<file path="src/rtl/imm_gen_pkg.sv">
// Shared format codes and the held-entry layout for the immediate generator.
package imm_gen_pkg;

  localparam logic [2:0] EXT_OP_NONE  = 3'b000;
  localparam logic [2:0] EXT_OP_S     = 3'b001;
  localparam logic [2:0] EXT_OP_I     = 3'b010;
  localparam logic [2:0] EXT_OP_B     = 3'b011;
  localparam logic [2:0] EXT_OP_U     = 3'b100;
  localparam logic [2:0] EXT_OP_J     = 3'b101;
  localparam logic [2:0] EXT_OP_SHAMT = 3'b110;
  localparam logic [2:0] EXT_OP_ZIMM  = 3'b111;

  // Entries are sized for the widest legal configuration; narrower
  // instances leave the upper bits at zero and synthesis trims them.
  localparam int IMM_W_MAX = 64;
  localparam int TAG_W_MAX = 16;

  typedef struct packed {
    logic [IMM_W_MAX-1:0] imm;
    logic [TAG_W_MAX-1:0] tag;
  } imm_entry_t;

endpackage

</file>
<file path="src/rtl/imm_ext.sv">
// Combinational immediate extraction and extension for all RV base formats.
module imm_ext
  import imm_gen_pkg::*;
#(
  parameter int XLEN    = 32,
  parameter int SHAMT_W = 5
) (
  input  logic [31:0]     instr,
  input  logic [2:0]      ext_op,
  output logic [XLEN-1:0] imm
);

  // Opcode bits never feed an immediate.
  logic unused_opc;
  assign unused_opc = ^instr[6:0];

  // Signed size casts replicate the field MSB up to XLEN.
  always_comb begin
    imm = '0;
    case (ext_op)
      EXT_OP_S:     imm = XLEN'($signed({instr[31:25], instr[11:7]}));
      EXT_OP_I:     imm = XLEN'($signed(instr[31:20]));
      EXT_OP_B:     imm = XLEN'($signed({instr[31], instr[7], instr[30:25],
                                         instr[11:8], 1'b0}));
      EXT_OP_U:     imm = XLEN'($signed({instr[31:12], 12'b0}));
      EXT_OP_J:     imm = XLEN'($signed({instr[31], instr[19:12], instr[20],
                                         instr[30:21], 1'b0}));
      EXT_OP_SHAMT: imm = XLEN'(instr[20 +: SHAMT_W]);
      EXT_OP_ZIMM:  imm = XLEN'(instr[19:15]);
      default:      imm = '0;
    endcase
  end

endmodule

</file>
<file path="src/rtl/imm_gen_pipe.sv">
// Pipelined immediate generator: extension ahead of a main register plus a
// one-entry skid, so in_ready is registered and never waits on out_ready.
module imm_gen_pipe
  import imm_gen_pkg::*;
#(
  parameter int XLEN    = 32,
  parameter int SHAMT_W = 5,
  parameter int TAG_W   = 5
) (
  input  logic             clk,
  input  logic             rst,
  input  logic             flush,
  input  logic             in_valid,
  output logic             in_ready,
  input  logic [31:0]      instr,
  input  logic [2:0]       ext_op,
  input  logic [TAG_W-1:0] in_tag,
  output logic             out_valid,
  input  logic             out_ready,
  output logic [XLEN-1:0]  out_imm,
  output logic [TAG_W-1:0] out_tag
);

  logic [XLEN-1:0] ext_imm;
  imm_entry_t      in_ent, main_q, skid_q;
  logic            main_vld, skid_vld;
  logic            fire_in, main_free;

  imm_ext #(.XLEN(XLEN), .SHAMT_W(SHAMT_W)) u_ext (
    .instr  (instr),
    .ext_op (ext_op),
    .imm    (ext_imm)
  );

  // Pack the extended immediate and tag into a zero-padded entry.
  always_comb begin
    in_ent = '0;
    in_ent.imm[XLEN-1:0] = ext_imm;
    in_ent.tag[TAG_W-1:0] = in_tag;
  end

  // The skid only fills while main is stalled, so an occupied skid is the
  // only condition that refuses input.
  assign in_ready  = ~skid_vld;
  assign fire_in   = in_valid & in_ready;
  assign main_free = ~main_vld | out_ready;

  // Main/skid update: reset clears everything, flush drops valids only.
  always_ff @(posedge clk) begin
    if (rst) begin
      main_vld <= 1'b0;
      skid_vld <= 1'b0;
      main_q   <= '0;
      skid_q   <= '0;
    end else if (flush) begin
      main_vld <= 1'b0;
      skid_vld <= 1'b0;
    end else if (main_free) begin
      if (skid_vld) begin
        main_q   <= skid_q;
        main_vld <= 1'b1;
        skid_vld <= 1'b0;
      end else begin
        main_q   <= in_ent;
        main_vld <= fire_in;
      end
    end else if (fire_in) begin
      skid_q   <= in_ent;
      skid_vld <= 1'b1;
    end
  end

  assign out_valid = main_vld;
  assign out_imm   = main_q.imm[XLEN-1:0];
  assign out_tag   = main_q.tag[TAG_W-1:0];

  // Padding bits above XLEN/TAG_W are held at zero and intentionally unread.
  logic unused_pad;
  assign unused_pad = ^{main_q, skid_q};

endmodule

</file>
<file path="config.mk">
export PLATFORM = sky130hd
export DESIGN_NAME = imm_gen_pipe
export DESIGN_NICKNAME = d
export VERILOG_FILES = /design/src/rtl/imm_gen_pkg.sv /design/src/rtl/imm_ext.sv /design/src/rtl/imm_gen_pipe.sv
export SDC_FILE = /design/constraint.sdc
export NUM_CORES = 1
export LEC_CHECK = 0
export CAP_MARGIN = 20
export CORE_MARGIN = 2
export CORE_UTILIZATION = 42
export CTS_BUF_LIST = sky130_fd_sc_hd__clkbuf_8
export DETAILED_ROUTE_END_ITERATION = 10
export PLACE_DENSITY = 0.76
export SLEW_MARGIN = 15
export SYNTH_ARGS = -nofsm -noshare
export SYNTH_HDL_FRONTEND = slang
export SYNTH_SLANG_ARGS = --single-unit
</file>
<file path="constraint.sdc">
create_clock -name clk -period 1.4 [get_ports clk]
set_input_delay 0.14 -clock clk [delete_from_list [all_inputs] [get_ports clk]]
set_output_delay 0.14 -clock clk [all_outputs]
set_load 0.1 [all_outputs]
</file>
* Word-level counts from Yosys, hierarchy flattened *
Cells that the tools add are included.

storage, ports and cells
  register bits = 76
  word-level logic and storage cells = 26

cells by class
  reduce and logical (&&, ||, !) cells = 4
  muxes and demuxes = 3
  bitwise gates (word level) = 6
  equality and inequality tests = 7

operator list
  operator            count
  $pmux 32 s7         1
  $mux 48             1
  $eq 3x3->1 const B  4
  $eq 3x2->1 const B  2
  $not 1->1           4
  $eq 3x1->1 const B  1
  $reduce_and 3->1    1
  $reduce_or 3->1     1
  $reduce_and 2->1    1
  $reduce_or 2->1     1
  $and 1x1->1         1
  $mux 1              1
  $or 1x1->1          1

* Depth between registers and ports, before layout *
Gate-level depths: netlist (run 1).

  depth after elaboration = 4
  mapped depth = 7

* Hierarchy *
A second synthesis (run 1) with hierarchy kept.

unflattened totals
  cells, all modules = 455
  area, all modules = 4073.9 sq um

modules (own cells, without submodules)
  module        instances  area an instance (sq um)  cells an instance  sequential area each (sq um)
  imm_gen_pipe  1          3606.0                    379                1521.5
  imm_ext       1          467.9                     76                 0.0

* Worst setup path after synthesis (run 1) *
OpenSTA, ideal clock, no wires.

  kind = register -> register
  start point = register main_vld, in the netlist out_valid
  end point = register skid_q[44] (netlist bit)
  arrival = 1.779 ns
  cell stages (with the launch flop) = 6
  library setup time = 0.136 ns
  data required time = 1.264 ns
  clock period less this slack = 1.915 ns
  setup slack = -0.515 ns
  cell sequence = dfxtp_1 -> and2b_1 -> nand3_2 -> buf_1 -> nor2_1 -> nor3_2

on the way
  longest elaborated chain between the ends = 4

RTL lines
  element                     RTL line            text
  start, declared             imm_gen_pipe.sv:26  logic main_vld, skid_vld;
  start signal, assigned      imm_gen_pipe.sv:65  main_vld <= fire_in;
  $not 1->1                   imm_gen_pipe.sv:46  assign main_free = ~main_vld | out_ready;
  $or 1x1->1                  imm_gen_pipe.sv:46
  $not 1->1 (no line)         -
  $reduce_and 3->1 (no line)  -
  end signal, assigned        imm_gen_pipe.sv:68  skid_q <= in_ent;
  end, declared               imm_gen_pipe.sv:25  imm_entry_t in_ent, main_q, skid_q;

No other way between the ends.
A chain may end at the register's enable or synchronous reset.

* Worst setup path after layout (run 1) *
  start point = register skid_vld
  end point = output port in_ready

on the way
  longest elaborated chain between the ends = 1

RTL lines
  element                 RTL line            text
  start, declared         imm_gen_pipe.sv:26
  start signal, assigned  imm_gen_pipe.sv:52  skid_vld <= 1'b0;
  start signal, assigned  imm_gen_pipe.sv:57  skid_vld <= 1'b0;
  start signal, assigned  imm_gen_pipe.sv:62  skid_vld <= 1'b0;
  $not 1->1               imm_gen_pipe.sv:44  assign in_ready = ~skid_vld;
  end, declared           imm_gen_pipe.sv:14  output logic in_ready,

No other way between the ends.

==> flow_summary.toml, run 1 <==
[run_status]
status = "completed"

[yosys]
yosysWarnings = 0
syn_inst = 452
synth_edf_count = 0
async_flop_share_pct = 0
synth_top_area_share_pct = 39.96
ys_ff_latch = 76
synth.distinct_cells = 41
synth_top_area_cell = "dfxtp_1"
synth.top_cells.by_area = "dfxtp_1 40%, nor2_1 5.5%, a21oi_1 5.1%"
synth-main-ff-cell = "dfxtp_1"
synth_area_sq_um = 3807
synth_common_cells = "76 x dfxtp_1, 56 x nor2_1, 50 x nand2_1"
yosysSeqAreaShare_pct = 39.96
yosysMostFrequentCell = "dfxtp_1"
syn_avg_cell_area_sq_um = 8.423
syn_nets = 497

[power]
switching_share_pct = 31.44
vdd_drop_max_mv = 0.5841
power_frac_comb_pct = 25.3
p_per_area_nw_per_um2 = 1021
pwr-share-seq_pct = 41.2
clockPowerShare_pct = 33.5
p_total_w = 0.005617
switchingPower_w = 0.001766
internal_power_w = 0.003851
power_leakage_nw = 1.982

[route]
route.detailed.drc = 0
ant_nets = 0
first_pass_iters = 4
vias_per_cell = 5.720
drt-total-wl_mm = 10.55
dr_total_vias = 3672
wire_per_inst_um = 16.43
first_iter_violations = 228

[cts]
clkLatencyLatePin_ps = 360
cts_htree_levels = 3
cts.path.max_buffers = 2
clk_pin_slew_ps = 80
ctsHoldBuffers = 0
cts_tree = "yes"
cts.sinks = 76
clockRootBuffer = "clkbuf_8"
cts_buffers = 9

[grt]
grt_max_degree = 39
grt_pass1_vias = 3559
grt_pass1_wl_mm = 17.33
gr-total-overflow = 0
grt_usage_pct = 22.01
antenna_found_initial = 0

[layout]
nets = 574
drive_above_1_share_pct = 24.91
fin_util_pct = 62.81
syn2layout_area_growth_pct = 44.56
fillCellCount = 705
multi_input_area_sq_um = 2054
register_area_sq_um = 1529
fin_cells = 642
antenna_cells = 0

[critical_path]
end_kind = "primary output"
path_class = "flop to primary output"
worstPathMaxFanout = 20
r2r-end = "skid_q[34]$_SDFFE_PP0P_"
critical_path_arrival_ps = 1240
rr_worst_depth = 5
timing.reg2reg.setup_slack_ps = 70
worstPathRequired_ps = 1260
timing.rr.start = "out_valid$_SDFFE_PP0N_"
cp-start-kind = "flop"

[floorplanning]
die_h_um = 99.21
dieWidth_um = 99.21
ioPinCount = 84
num_rows = 34
core_region_area_sq_um = 8763
start_util_pct = 43.45
dieArea_sq_um = 9843

[hold_path]
whs_endpoint = "out_imm[29]$_SDFFE_PP0P_"
whs_path_depth = 2
min-delay-start = "rst"
hold_class = "input pin to flop"

[placed_design]
port_buffers = 76
dpl.hpwl_mm = 7.332
place.gp.congestion = 0.8544
dpl_worst_slack_ps = -310.5
dp.cells = 624

[sta]
fmax_mhz = 726.7
skew_ps = 8.487
hold_violations = 0
setup_ws_ps = 23.93
min_period_ps = 1376
worstMarginPinSlew_ps = 490.5
fin_tns_setup_ps = 0
finalMaxSlewViolations = 0
rsz0062_at_grt = "yes"
period_share_pct = 98.29
maxSlewHeadroom_pct = 67.30
setup_viol = 0

[run]
cap_violations = 0
layer usage:
metal / routed length (um) / GRT usage, % / part of all wire (%) / up-vias
li1: - / - / - / 1750
met1: 4548 / 27.98 / 43 / 1770
met2: 5153 / 36.43 / 49 / 135
met3: 685 / 4.006 / 6.5 / 17
met4: 159 / 9.905 / 1.5 / 0
met5: 0 / 0 / 0 / -
placed cells by master, fill, tap and decap left out, types with 2 or more instances in the layout:
master / n
nand4b_1: 5
and2_1: 3
nor3_2: 14
dfxtp_1: 74
nor3_1: 16
nor2_1: 56
buf_4: 22
a21oi_1: 39
mux2i_1: 7
nand4_1: 10
o21ai_0: 3
bufinv_16: 2
o311ai_1: 3
dfxtp_4: 2
clkinvlp_4: 3
o211ai_2: 10
nand3_1: 7
nand2_1: 50
clkdlybuf4s50_1: 35
o211ai_1: 24
nand2b_1: 25
a211oi_1: 7
nor2_2: 3
o22ai_1: 4
a221oi_2: 6
buf_12: 49
nor3b_1: 2
clkbuf_8: 10
nand3b_1: 24
worst max-delay path, cell delays in order, from the launching register on:
cell and delay, ps:
dfxtp_4 420, buf_8 200, inv_4 80, buf_12 170
logic make-up after synthesis:
kind of cell / count (synthesis) / share of synthesized area (%)
AO/OA/AOI/OAI: 97 / 18.96
buffers and inverters: 45 / 6.211
flip-flops: 76 / 39.96
multiplexers: 7 / 1.840
AND/OR/NAND/NOR: 227 / 33.03
cell type report:
class,count,share of cell area (%)
timing repair buffer,110,28.23
clock inverter,6,1.591
sequential,76,27.78
clock buffer,10,2.501
inverter,1,0.1137
multi-input combinational,331,37.33
tap,108,2.455
metrics by stage:
step	cell area [sq um]	hold slack [ps]
2_1_floorplan	3819	208.7
4_1_cts	5451	233.8
3_3_place_gp	5216	437.7
6_report	5504	247.8
5_1_grt	5504	257.1
3_5_place_dp	5216	449.0
power by group through the flow:
stage	registers (W)	logic, W	clock network [W]
after global placement	0.00236	0.00138	0
after CTS	0.00231	0.00141	0.00191
final	0.00231	0.00142	0.00188
after floorplan	0.00279	0.000394	0
after detailed placement	0.00237	0.00140	0
after global routing	0.00232	0.00149	0.00201
flip-flops by register name, summed over array words and instances, names as in the netlist:
signal,cells
out_imm,32
out_valid,1
skid_q,37
out_tag,5
skid_vld,1
worst max path at each step:
stage                            from                       end  slack, ps
6_report        skid_vld$_SDFFE_PP0P_                  in_ready         20
5_1_grt        out_valid$_SDFFE_PP0N_   out_tag[3]$_SDFFE_PP0P_        -50
4_1_cts         skid_vld$_SDFFE_PP0P_                  in_ready         10
3_5_place_dp                ext_op[2]   out_imm[5]$_SDFFE_PP0P_       -310
3_3_place_gp                ext_op[2]  out_imm[10]$_SDFFE_PP0P_       -220
2_1_floorplan  out_valid$_SDFFE_PP0N_   skid_q[47]$_SDFFE_PP0P_          6
timing repair:
| action | 4_1_cts | 5_1_grt |
|---|---|---|
| endpoints found under the hold margin | 0 | 0 |
| setup buffers | 0 | 1 |
| cloned | 0 | 1 |
| gates resized for setup | 3 | 3 |
| setup endpoints to repair | 1 | 39 |
| pin swaps | 0 | 1 |
(Power assumes the default switching activity.)
==> run 2: changes to the inputs <==
==> constraint.sdc (replaced) <==
create_clock -name clk -period 1.4 [get_ports clk]
set_input_delay 0.21 -clock clk [delete_from_list [all_inputs] [get_ports clk]]
set_output_delay 0.21 -clock clk [all_outputs]
set_load 0.05 [all_outputs]
==> flow_summary.toml, run 2 (same netlist as run 1, synthesis figures left out) <==
[route]
first_pass_iters = 4
first_iter_violations = 178
highest_layer = "met4"
wl_met2_mm = 5.232
dr_total_vias = 3689
drt-total-wl_mm = 10.74
ant_nets = 0
wl_met3_um = 523
vias_per_cell = 5.641
route.detailed.drc = 0
wire_per_inst_um = 16.42
wirelength_met1_mm = 4.703

[grt]
gr-total-overflow = 0
grt_usage_pct = 21.66
grt_pass1_vias = 3573
grt_pass1_wl_mm = 17.10
antenna_found_initial = 0
grt_max_degree = 35

[power]
p_per_area_nw_per_um2 = 983.5
vdd_drop_max_mv = 0.6135
p_total_w = 0.005517
power_leakage_nw = 2.061

[layout]
largest_reg_flops = 37
finalInstanceArea_sq_um = 5609
fin_cells = 654
drive_above_1_share_pct = 26.74
antenna_cells = 0
final_common_cell = "dfxtp_1"
syn2layout_area_growth_pct = 47.32
fillCellCount = 690
layout_common_cells = "74 x dfxtp_1, 56 x nor2_1, 50 x nand2_1, 46 x buf_12, 39 x a21oi_1"
nets = 586
regMostFlops = "skid_q"

[critical_path]
slowest_stage = "clkdlybuf4s50_1"
end_kind = "flop"
critical_path_arrival_ps = 1670
worstPathRequired_ps = 1690
critical_path.max_stage_delay_ps = 500
path_cells = "clkdlybuf4s50_1 > and2b_1 > nor2_2 > buf_4 > o311ai_1 > a21oi_1"
cp-start-kind = "input pin"
path_class = "input pin to flop"
cp_top_family = "buffers and inverters"
crit_buf_inv = 2
worstPathMaxFanout = 11

[sta]
worstMarginPinSlew_ps = 349.4
rsz0062_at_grt = "yes"
fmax_mhz = 723.7
period_share_pct = 98.70
maxSlewHeadroom_pct = 76.66
min_period_ps = 1382
setup_viol = 0
fin_tns_setup_ps = 0
skew_ps = 6.936
finalMaxSlewViolations = 0
hold_violations = 0

[floorplanning]
die_h_um = 99.21
core_region_area_sq_um = 8763
dieWidth_um = 99.21
dieArea_sq_um = 9843
num_rows = 34
start_util_pct = 43.45
ioPinCount = 84

[placed_design]
dpl.hpwl_mm = 7.287
place.gp.congestion = 0.8326
dp.cells = 634
port_buffers = 76
dpl-instance-area_sq_um = 5224

[run_status]
status = "completed"

[cts]
cts.sinks = 76
clkLatencyLatePin_ps = 360
cts_tree = "yes"
cts_buffers = 9
cts_htree_levels = 3
cts.path.max_buffers = 2
clk_pin_slew_ps = 80
ctsHoldBuffers = 0
clockRootBuffer = "clkbuf_8"

[run]
cap_violations = 0

[hold_path]
hold_class = "input pin to flop"
-- run 2: cell count changes in the layout (fill, tap and decap cells not counted), moves of 2 or more --
cell | before | now
buf_12 | 49 | 46
buf_4 | 22 | 31
buf_6 | 0 | 5
clkdlybuf4s50_1 | 35 | 33
clkinv_4 | 0 | 2
clkinvlp_4 | 3 | 0
dlygate4sd2_1 | 0 | 2
-- run 2: final timing paths --
check / from / to / slack (ps) / cells past startpoint
worst min register to register: skid_q[3]$_SDFFE_PP0P_ / skid_q[3]$_SDFFE_PP0P_ / 460 / 2
worst max register to register: out_valid$_SDFFE_PP0N_ / out_imm[13]$_SDFFE_PP0P_ / 50 / 5
worst max-delay path: out_ready / out_imm[13]$_SDFFE_PP0P_ / 20 / 6
worst min-delay path: rst / skid_q[27]$_SDFFE_PP0P_ / 140 / 2
-- run 2: area by class of cell --
type | instances | area (sq um) | share of cell area (%)
clock buffer | 9 | 123.9 | 2.208
clock inverter | 7 | 116.4 | 2.075
inverter | 1 | 8.758 | 0.1561
multi-input combinational | 331 | 2068 | 36.87
sequential | 76 | 1526 | 27.21
tap | 108 | 135.1 | 2.409
timing repair buffer | 122 | 1630 | 29.07
-- run 2: power by group --
group / internal [W] / total (W) / switching [W]
Clock: 0.00118 / 0.00201 / 0.000831
Combinational: 0.000573 / 0.00119 / 0.000619
Sequential: 0.00224 / 0.00231 / 0.0000777
-- run 2: worst register-to-register path: stages (launching register included) --
cell and delay (ps):
dfxtp_2 350, and2b_1 200, nor2_2 180, buf_4 220
o311ai_1 140, a21oi_1 190
-- run 2: per-layer routing --
layer,vias to the layer above,track usage [%]
met3,26,4.708
met4,0,9.484
met5,-,0
met1,1769,27.80
met2,109,35.08
li1,1785,-
-- run 2: through the flow --
step	hold WS, ps	setup slack, ps	util (%)
detailed placement	446.5	-415.0	59.61
finish	140.8	18.14	64.01
global placement	437.8	-343.7	59.61
floorplan	281.0	16.06	-
global route	158.1	-96.14	64.01
CTS	127.2	8.109	62.89
-- run 2: repair_timing --
action | in CTS | in global routing
buffers inserted | 1 | 1
resized for setup | 11 | 13
gates cloned | 0 | 2
pin swaps | 1 | 3
setup endpoints to repair | 12 | 43
==> run 3: changes to the inputs <==
RECOVER_POWER = 50   (was default)
==> flow_summary.toml, run 3 (same netlist as run 1, synthesis figures left out) <==
[grt]
antenna_found_initial = 0
grt_pass1_vias = 3573
gr-total-overflow = 0
grt_use_met1_pct = 27.80
grt_pass1_wl_mm = 17.10
globalRouteMet2Util_pct = 35.08
grt-busiest-layer = "met2"
grt_usage_pct = 21.66
met3_usage_pct = 4.708
grt_max_degree = 35

[power]
p_per_area_nw_per_um2 = 987.0
p_total_w = 0.005477
clockPowerShare_pct = 36.4
pwr-share-seq_pct = 42.2
vdd_drop_max_mv = 0.6130
power_leakage_nw = 2.045
switching_share_pct = 27.55
internal_power_w = 0.003968
switchingPower_w = 0.001509
power_frac_comb_pct = 21.4

[layout]
regMostFlops = "skid_q"
fin_cells = 654
drive_above_1_share_pct = 26.74
final_common_cell = "dfxtp_1"
syn2layout_area_growth_pct = 45.74
finalInstanceArea_sq_um = 5549
largest_reg_flops = 37
antenna_cells = 0
nets = 586
fin_util_pct = 63.32
layout_common_cells = "74 x dfxtp_1, 56 x nor2_1, 50 x nand2_1, 42 x buf_12, 39 x a21oi_1"

[critical_path]
cp-start-kind = "input pin"
worstPathMaxFanout = 11
end_kind = "flop"
slowest_stage = "clkdlybuf4s50_1"
worstPathRequired_ps = 1680
critical_path.max_stage_delay_ps = 500
crit_buf_inv = 2
cp_top_family = "buffers and inverters"
critical_path_arrival_ps = 1670
path_class = "input pin to flop"
path_cells = "clkdlybuf4s50_1 > and2b_1 > nor2_2 > buf_4 > o311ai_1 > a21oi_1"

[placed_design]
place.gp.congestion = 0.8326
dpl.hpwl_mm = 7.287
port_buffers = 76
dpl-instance-area_sq_um = 5224
dpl_worst_slack_ps = -415.0
dp.cells = 634

[route]
first_pass_iters = 5
route.detailed.drc = 0
first_iter_violations = 175
wire_per_inst_um = 16.39
drt-total-wl_mm = 10.72
vias_per_cell = 5.668
ant_nets = 0
dr_total_vias = 3707

[sta]
setup_ws_ps = 9.639
maxSlewHeadroom_pct = 77.46
hold_violations = 0
fmax_mhz = 719.2
period_share_pct = 99.31
rsz0062_at_grt = "yes"
min_period_ps = 1390
setup_viol = 0
skew_ps = 7.781
finalMaxSlewViolations = 0
worstMarginPinSlew_ps = 332.9

[cts]
cts_buffers = 9
clkLatencyLatePin_ps = 360
cts.path.max_buffers = 2
cts.sinks = 76
ctsHoldBuffers = 0
cts_tree = "yes"
clockRootBuffer = "clkbuf_8"
cts_htree_levels = 3
clk_pin_slew_ps = 80

[floorplanning]
die_h_um = 99.21
core_region_area_sq_um = 8763
dieWidth_um = 99.21
num_rows = 34
dieArea_sq_um = 9843
ioPinCount = 84
start_util_pct = 43.45

[hold_path]
hold_class = "input pin to flop"

[run_status]
status = "completed"

[run]
cap_violations = 0
[run 3: cell types whose count changed in the layout (fill, tap and decap cells not counted), sizes merged]
cell    delta
buf        -4
clkbuf     +4
[run 3: metrics by stage]
stage                     TNS, ps  hold slack, ps
after global routing       -133.2           158.1
after floorplan                 0           281.0
after detailed placement   -21480           446.5
after global placement     -19310           437.8
after CTS                       0           127.2
final                           0           136.8
[run 3: what timing repair did]
action,in CTS,in global routing
gates resized for setup,11,13
setup buffers,1,1
cloned,0,2
endpoints found under the hold margin,0,0
setup endpoints to repair,12,43
pin swaps,1,3
[run 3: metal layers]
layer,share of wire [%],vias to the layer above
met2,49,126
met3,5.8,21
met1,43,1771
met5,0,-
met4,2.2,0
li1,-,1789
[run 3: area by class of cell]
class / instances / area [sq um]
fillers: 698 / 3214
multi-input cells: 331 / 2068
repair buffers: 122 / 1570
flip-flops and latches: 76 / 1526
well taps: 108 / 135.1
clock buffers: 9 / 123.9
clock inverters: 7 / 116.4
inverters: 1 / 8.758
[run 3: path summary, 6_finish.rpt]
check,start,to,slack (ps),cells after the start
max reg2reg,out_valid$_SDFFE_PP0N_,out_imm[13]$_SDFFE_PP0P_,40,5
min,rst,skid_q[27]$_SDFFE_PP0P_,140,2
max,out_ready,out_imm[13]$_SDFFE_PP0P_,10,6
min reg2reg,out_imm[19]$_SDFFE_PP0P_,out_imm[19]$_SDFFE_PP0P_,460,2
[run 3: power by group through the flow]
stage	clock, W	sequential, W	combinational [W]
6_report	0.00200	0.00231	0.00117
2_1_floorplan	0	0.00255	0.000392
3_5_place_dp	0	0.00237	0.00115
3_3_place_gp	0	0.00236	0.00113
5_1_grt	0.00212	0.00232	0.00124
4_1_cts	0.00203	0.00231	0.00117
